===== src/rtl/onehot_encoder83_stream.sv =====
// onehot_encoder83_stream
// Latches one request vector per input handshake and emits the binary index of
// every set bit, one index per output handshake. The default order is lowest
// index first. Defining ENC83_MSB_FIRST_EN emits the highest index first.
// An all-zero vector produces a single beat with out_zero=1, out_last=1, dout=0.
//
// state | meaning
// IDLE  | waiting for a vector, in_ready=1
// EMIT  | presenting indices from the pending register, out_valid=1
module onehot_encoder83_stream #(
    parameter int WIDTH = 8,
    parameter int IDX_W = 3
) (
    input  logic             clk,
    input  logic             rst_n,
    input  logic [WIDTH-1:0] din,
    input  logic             in_valid,
    output logic             in_ready,
    output logic [IDX_W-1:0] dout,
    output logic             out_valid,
    input  logic             out_ready,
    output logic             out_last,
    output logic             out_zero
);

    typedef enum logic {IDLE, EMIT} state_e;

    state_e           state_q, state_d;
    logic [WIDTH-1:0] pending_q, pending_d;
    logic [IDX_W-1:0] dout_q, dout_d;
    logic             in_ready_q, in_ready_d;
    logic             out_valid_q, out_valid_d;
    logic             out_last_q, out_last_d;
    logic             out_zero_q, out_zero_d;

    // Index of the set bit to emit next; 0 when nothing is set.
    function automatic logic [IDX_W-1:0] scan_idx(input logic [WIDTH-1:0] p);
        logic [IDX_W-1:0] idx;
        idx = '0;
`ifdef ENC83_MSB_FIRST_EN
        for (int i = 0; i < WIDTH; i++) begin
            if (p[i]) idx = IDX_W'(i);
        end
`else
        for (int i = WIDTH - 1; i >= 0; i--) begin
            if (p[i]) idx = IDX_W'(i);
        end
`endif
        return idx;
    endfunction

    // Next state and pending bits, then the output registers decoded from them,
    // so every output is a flop and nothing combinational reaches a port.
    always_comb begin
        state_d   = state_q;
        pending_d = pending_q;
        case (state_q)
            IDLE: begin
                if (in_valid) begin
                    pending_d = din;
                    state_d   = EMIT;
                end
            end
            EMIT: begin
                if (out_ready) begin
                    if (out_last_q) begin
                        pending_d = '0;
                        state_d   = IDLE;
                    end else begin
                        pending_d = pending_q & ~(WIDTH'(1) << dout_q);
                    end
                end
            end
            default: begin
                pending_d = '0;
                state_d   = IDLE;
            end
        endcase

        in_ready_d  = (state_d == IDLE);
        out_valid_d = (state_d == EMIT);
        dout_d      = '0;
        out_last_d  = 1'b0;
        out_zero_d  = 1'b0;
        if (state_d == EMIT) begin
            dout_d     = scan_idx(pending_d);
            // A zero vector is its own (single, final) beat.
            out_zero_d = (pending_d == '0);
            out_last_d = (pending_d == '0) ||
                         ((pending_d & (pending_d - WIDTH'(1))) == '0);
        end
    end

    // State, pending vector and registered outputs with synchronous reset.
    always_ff @(posedge clk) begin
        if (!rst_n) begin
            state_q     <= IDLE;
            pending_q   <= '0;
            dout_q      <= '0;
            in_ready_q  <= 1'b1;
            out_valid_q <= 1'b0;
            out_last_q  <= 1'b0;
            out_zero_q  <= 1'b0;
        end else begin
            state_q     <= state_d;
            pending_q   <= pending_d;
            dout_q      <= dout_d;
            in_ready_q  <= in_ready_d;
            out_valid_q <= out_valid_d;
            out_last_q  <= out_last_d;
            out_zero_q  <= out_zero_d;
        end
    end

    assign in_ready  = in_ready_q;
    assign out_valid = out_valid_q;
    assign dout      = dout_q;
    assign out_last  = out_last_q;
    assign out_zero  = out_zero_q;

endmodule

===== config.mk =====
export PLATFORM = sky130hd
export DESIGN_NAME = onehot_encoder83_stream
export DESIGN_NICKNAME = d
export VERILOG_FILES = /design/src/rtl/onehot_encoder83_stream.sv
export SDC_FILE = /design/constraint.sdc
export NUM_CORES = 1
export LEC_CHECK = 0
export CORE_ASPECT_RATIO = 0.9
export CORE_UTILIZATION = 47
export CTS_CLUSTER_DIAMETER = 120
export CTS_CLUSTER_SIZE = 10
export DETAILED_ROUTE_END_ITERATION = 16
export PLACE_DENSITY = 0.77
export RECOVER_POWER = 100
export SKIP_LAST_GASP = 1
export SLEW_MARGIN = 20
export SYNTH_ARGS = -nofsm -noshare
export SYNTH_HDL_FRONTEND = slang
export SYNTH_SLANG_ARGS = --single-unit

===== constraint.sdc =====
create_clock -name clk -period 2.15 [get_ports clk]
set_input_delay 0.645 -clock clk [delete_from_list [all_inputs] [get_ports clk]]
set_output_delay 0.645 -clock clk [all_outputs]
set_load 0.1 [all_outputs]

==> run_results.csv <==
group,metric,value,unit
status,status,"finished, final reports clean",
clock_network,cts_tree,"built",
clock_network,htreeDepth,1,
synth,netlist_instances,96,
synth,synth.area.top_cells,"dfxtp_1 38%, nand2_1 8.9%, a31oi_1 3.9%, and2_1 3.9%, nor2_1 3.8%",
route,avgViaCountPerCell,6.046,
clock_network,clock_latency,0.29,ns
hold_path,worstHoldEndpoint,"pending_q[6]",
die,dieArea,1867,um2
timing,rsz0062_at_grt,"false",
place,dp.cells,143,
clock_network,clockBufferDepth,2,
route,drc,0,
synth,yosysTopAreaCell,"dfxtp_1",
power_and_ir_drop,total_power,0.8357,mW
power_and_ir_drop,p_comb_share,39.9,%
synth,ys_seq_area_share,37.62,%
timing,worst_slack,0.1046,ns
critical_path,start_kind,"flip-flop",
power_and_ir_drop,switchingPower,0.3341,mW
hold_path,hold_path_depth,3,
run,max_cap_viol_count,0,
global_route,grtUsageTotal,30.56,%
power_and_ir_drop,clkPwrFrac,19.9,%
place,placed_area,1101,um2
clock_network,cts.sinks,15,
place,gp_congestion,0.9726,
timing,fin_crit,2.045,ns
critical_path,critPathKind,"flip-flop to flip-flop",
place,hpwl,1579,um
route,wire_per_inst,16.74,um
route,vias,913,
die,start_util,52.77,%
route,drt_iter0_drc,36,
synth,synthesis.area,798.3,um2
synth,synth_top_area_share,37.62,%
clock_network,hold_buffers,0,
clock_network,path_clk_slew,0.10,ns
die,ios,19,
hold_path,hold_class,"flip-flop to flip-flop",
timing,drv_slew,0,
power_and_ir_drop,pwr-share-seq,40.2,%
route,antenna_left,0,
global_route,antenna_found_initial,0,
power_and_ir_drop,p_leak,0.4919,nW
synth,synthTopCellsByCount,"19 x nand2_1, 15 x dfxtp_1, 8 x nor2_1",
synth,synth_async_sr_flop_share,0,%
hold_path,min-delay-start,"pending_q[6]",
critical_path,reg2regPathDepth,6,
finish,final_net_count,142,
route,totalWireLength,2527,um
finish,final_cells,151,
timing,hold_violations,0,
finish,fin_area,1169,um2
die,die_y,41.10,um
critical_path,critPathRequiredTime,2.32,ns
global_route,grt_pass1_vias,872,
timing,worst_pin_slew,0.7268,ns
global_route,grt_pass1_wl,3829,um
finish,seq_area,300.3,um2
synth,yosys_warnings,0,
finish,fillers,115,
finish,area_growth,46.39,%
synth,synth-seq-cells,15,
critical_path,r2r_end,"out_last",
global_route,grt-ovfl-total,0,
timing,finalCritPeriodShare,95.13,%
critical_path,arrival,2.22,ns
route,first_pass_iters,4,
die,core_area,1513,um2
timing,skew,0.002898,ns
critical_path,r2r_slack,0.10,ns
critical_path,worstPathMaxFanout,10,
synth,yosysMostFrequentCell,"nand2_1",
power_and_ir_drop,power.density,715.1,nW/um2
power_and_ir_drop,ir_drop,0.0006429,V
timing,maxSlewHeadroom,51.03,%
clock_network,cts_buffers,3,
power_and_ir_drop,p_sw_share,39.98,%
finish,multiInputGateArea,483.0,um2
synth,synth.avg_cell_area,8.315,um2
power_and_ir_drop,p_int,0.5016,mW
die,num_rows,13,
timing,fmax,0.4889,GHz
place,port_buffers,18,
synth,synthDistinctLibCells,34,
finish,antenna_cells,0,
timing,setup_tns,0,ns
timing,finalSetupViolCount,0,
global_route,grt_max_degree,12,
critical_path,r2r-start,"out_valid",
clock_network,root_buffer,"clkbuf_4",
critical_path,crit_path_max_incr_delay,0.60,ns
critical_path,path_cells,"nor2b_4 -> buf_4 -> o21ai_0 -> nor2_2 -> a22oi_1 -> o32ai_2",
finish,drive_above_1_share,27.91,%
critical_path,crit_slowest_cell,"o21ai_0",
synth,synth_nets,108,
place,dp_slack,-0.3902,ns
synth,synth_edf_count,0,
synth,ys.flop_type,"dfxtp_1",
die,fp.dieW,45.44,um
critical_path,cp-end-kind,"flip-flop",
[worst max path at each step]
| stage | from | endpoint | slack (ns) | cells past startpoint |
|---|---|---|---|---|
| 2_1_floorplan | out_last | out_last | 0.04 | 7 |
| 3_3_place_gp | in_valid | out_last | -0.28 | 7 |
| 3_5_place_dp | in_valid | out_last | -0.39 | 7 |
| 4_1_cts | in_valid | out_last | 0.01 | 7 |
| 5_1_grt | out_valid | out_last | 0.06 | 6 |
| 6_report | out_valid | out_last | 0.10 | 6 |
[kinds of logic after synthesis]
family,count (synthesis),share of synthesized area [%]
AND/OR/NAND/NOR,44,27.59
flip-flops,15,37.62
AO/OA/AOI/OAI,28,27.43
buffers and inverters,8,6.113
multiplexers,1,1.254
[sequential cells by signal, indices dropped and copies added, names as in the netlist]
name	flops
in_ready	1
out_valid	1
dout	3
out_last	1
pending_q	8
out_zero	1
[per-stage QoR]
stage	utilization (%)	hold WS, ns
after floorplan	-	0.5479
after global placement	72.79	0.5712
after detailed placement	72.79	0.5932
after CTS	76.92	0.6205
after global routing	77.25	0.6564
final	77.25	0.6220
[area by class of cell]
cell class / instances / area share [%]
clock buffer: 3 / 1.927
clock inverter: 1 / 0.4283
inverter: 5 / 1.606
multi-input combinational: 73 / 41.33
sequential: 15 / 25.70
tap: 22 / 2.355
timing repair buffer: 32 / 26.66
[power by group through the flow]
stage / Clock, mW / Combinational [mW] / Sequential (mW)
detailed placement: 0 / 0.309 / 0.341
CTS: 0.169 / 0.327 / 0.335
global placement: 0 / 0.304 / 0.340
finish: 0.167 / 0.333 / 0.336
floorplan: 0 / 0.126 / 0.410
global route: 0.180 / 0.350 / 0.337
[critical path, delay by kind of cell (launching register included)]
kind	cells	cell delay, ns
DFF	1	0.56
buffers and inverters	1	0.18
AOI/OAI and AO/OA	3	0.98
and+or+nand+nor	2	0.21
[metal layers]
| metal | wire length [um] | GRT usage (%) | up-vias |
|---|---|---|---|
| met2 | 1168 | 51.79 | 61 |
| met1 | 991 | 34.13 | 420 |
| met3 | 264 | 8.370 | 14 |
| met4 | 102 | 20.45 | 0 |
| met5 | 0 | 0 | - |
| li1 | - | - | 418 |
[what timing repair did]
| action | 4_1_cts | 5_1_grt |
|---|---|---|
| endpoints found under the setup margin | 3 | 5 |
| pin swaps | 1 | 4 |
| gates resized for setup | 3 | 7 |
| buffers inserted | 3 | 1 |
| gates cloned | 0 | 0 |
[placed cells by master, fill, tap and decap left out, types with 2 or more instances in the layout]
cell and count:
a21oi_1 2, a22oi_1 2, a2bb2oi_1 3, a31oi_1 5, and2_1 4, buf_12 4
buf_4 13, clkbuf_2 2, clkbuf_4 3, clkdlybuf4s50_1 8, dfxtp_1 15, dlymetal6s2s_1 2
inv_1 5, nand2_1 19, nand3_1 2, nor2_1 7, o211a_1 2, o311ai_1 2
No activity file was read; power rests on OpenSTA's default activity.
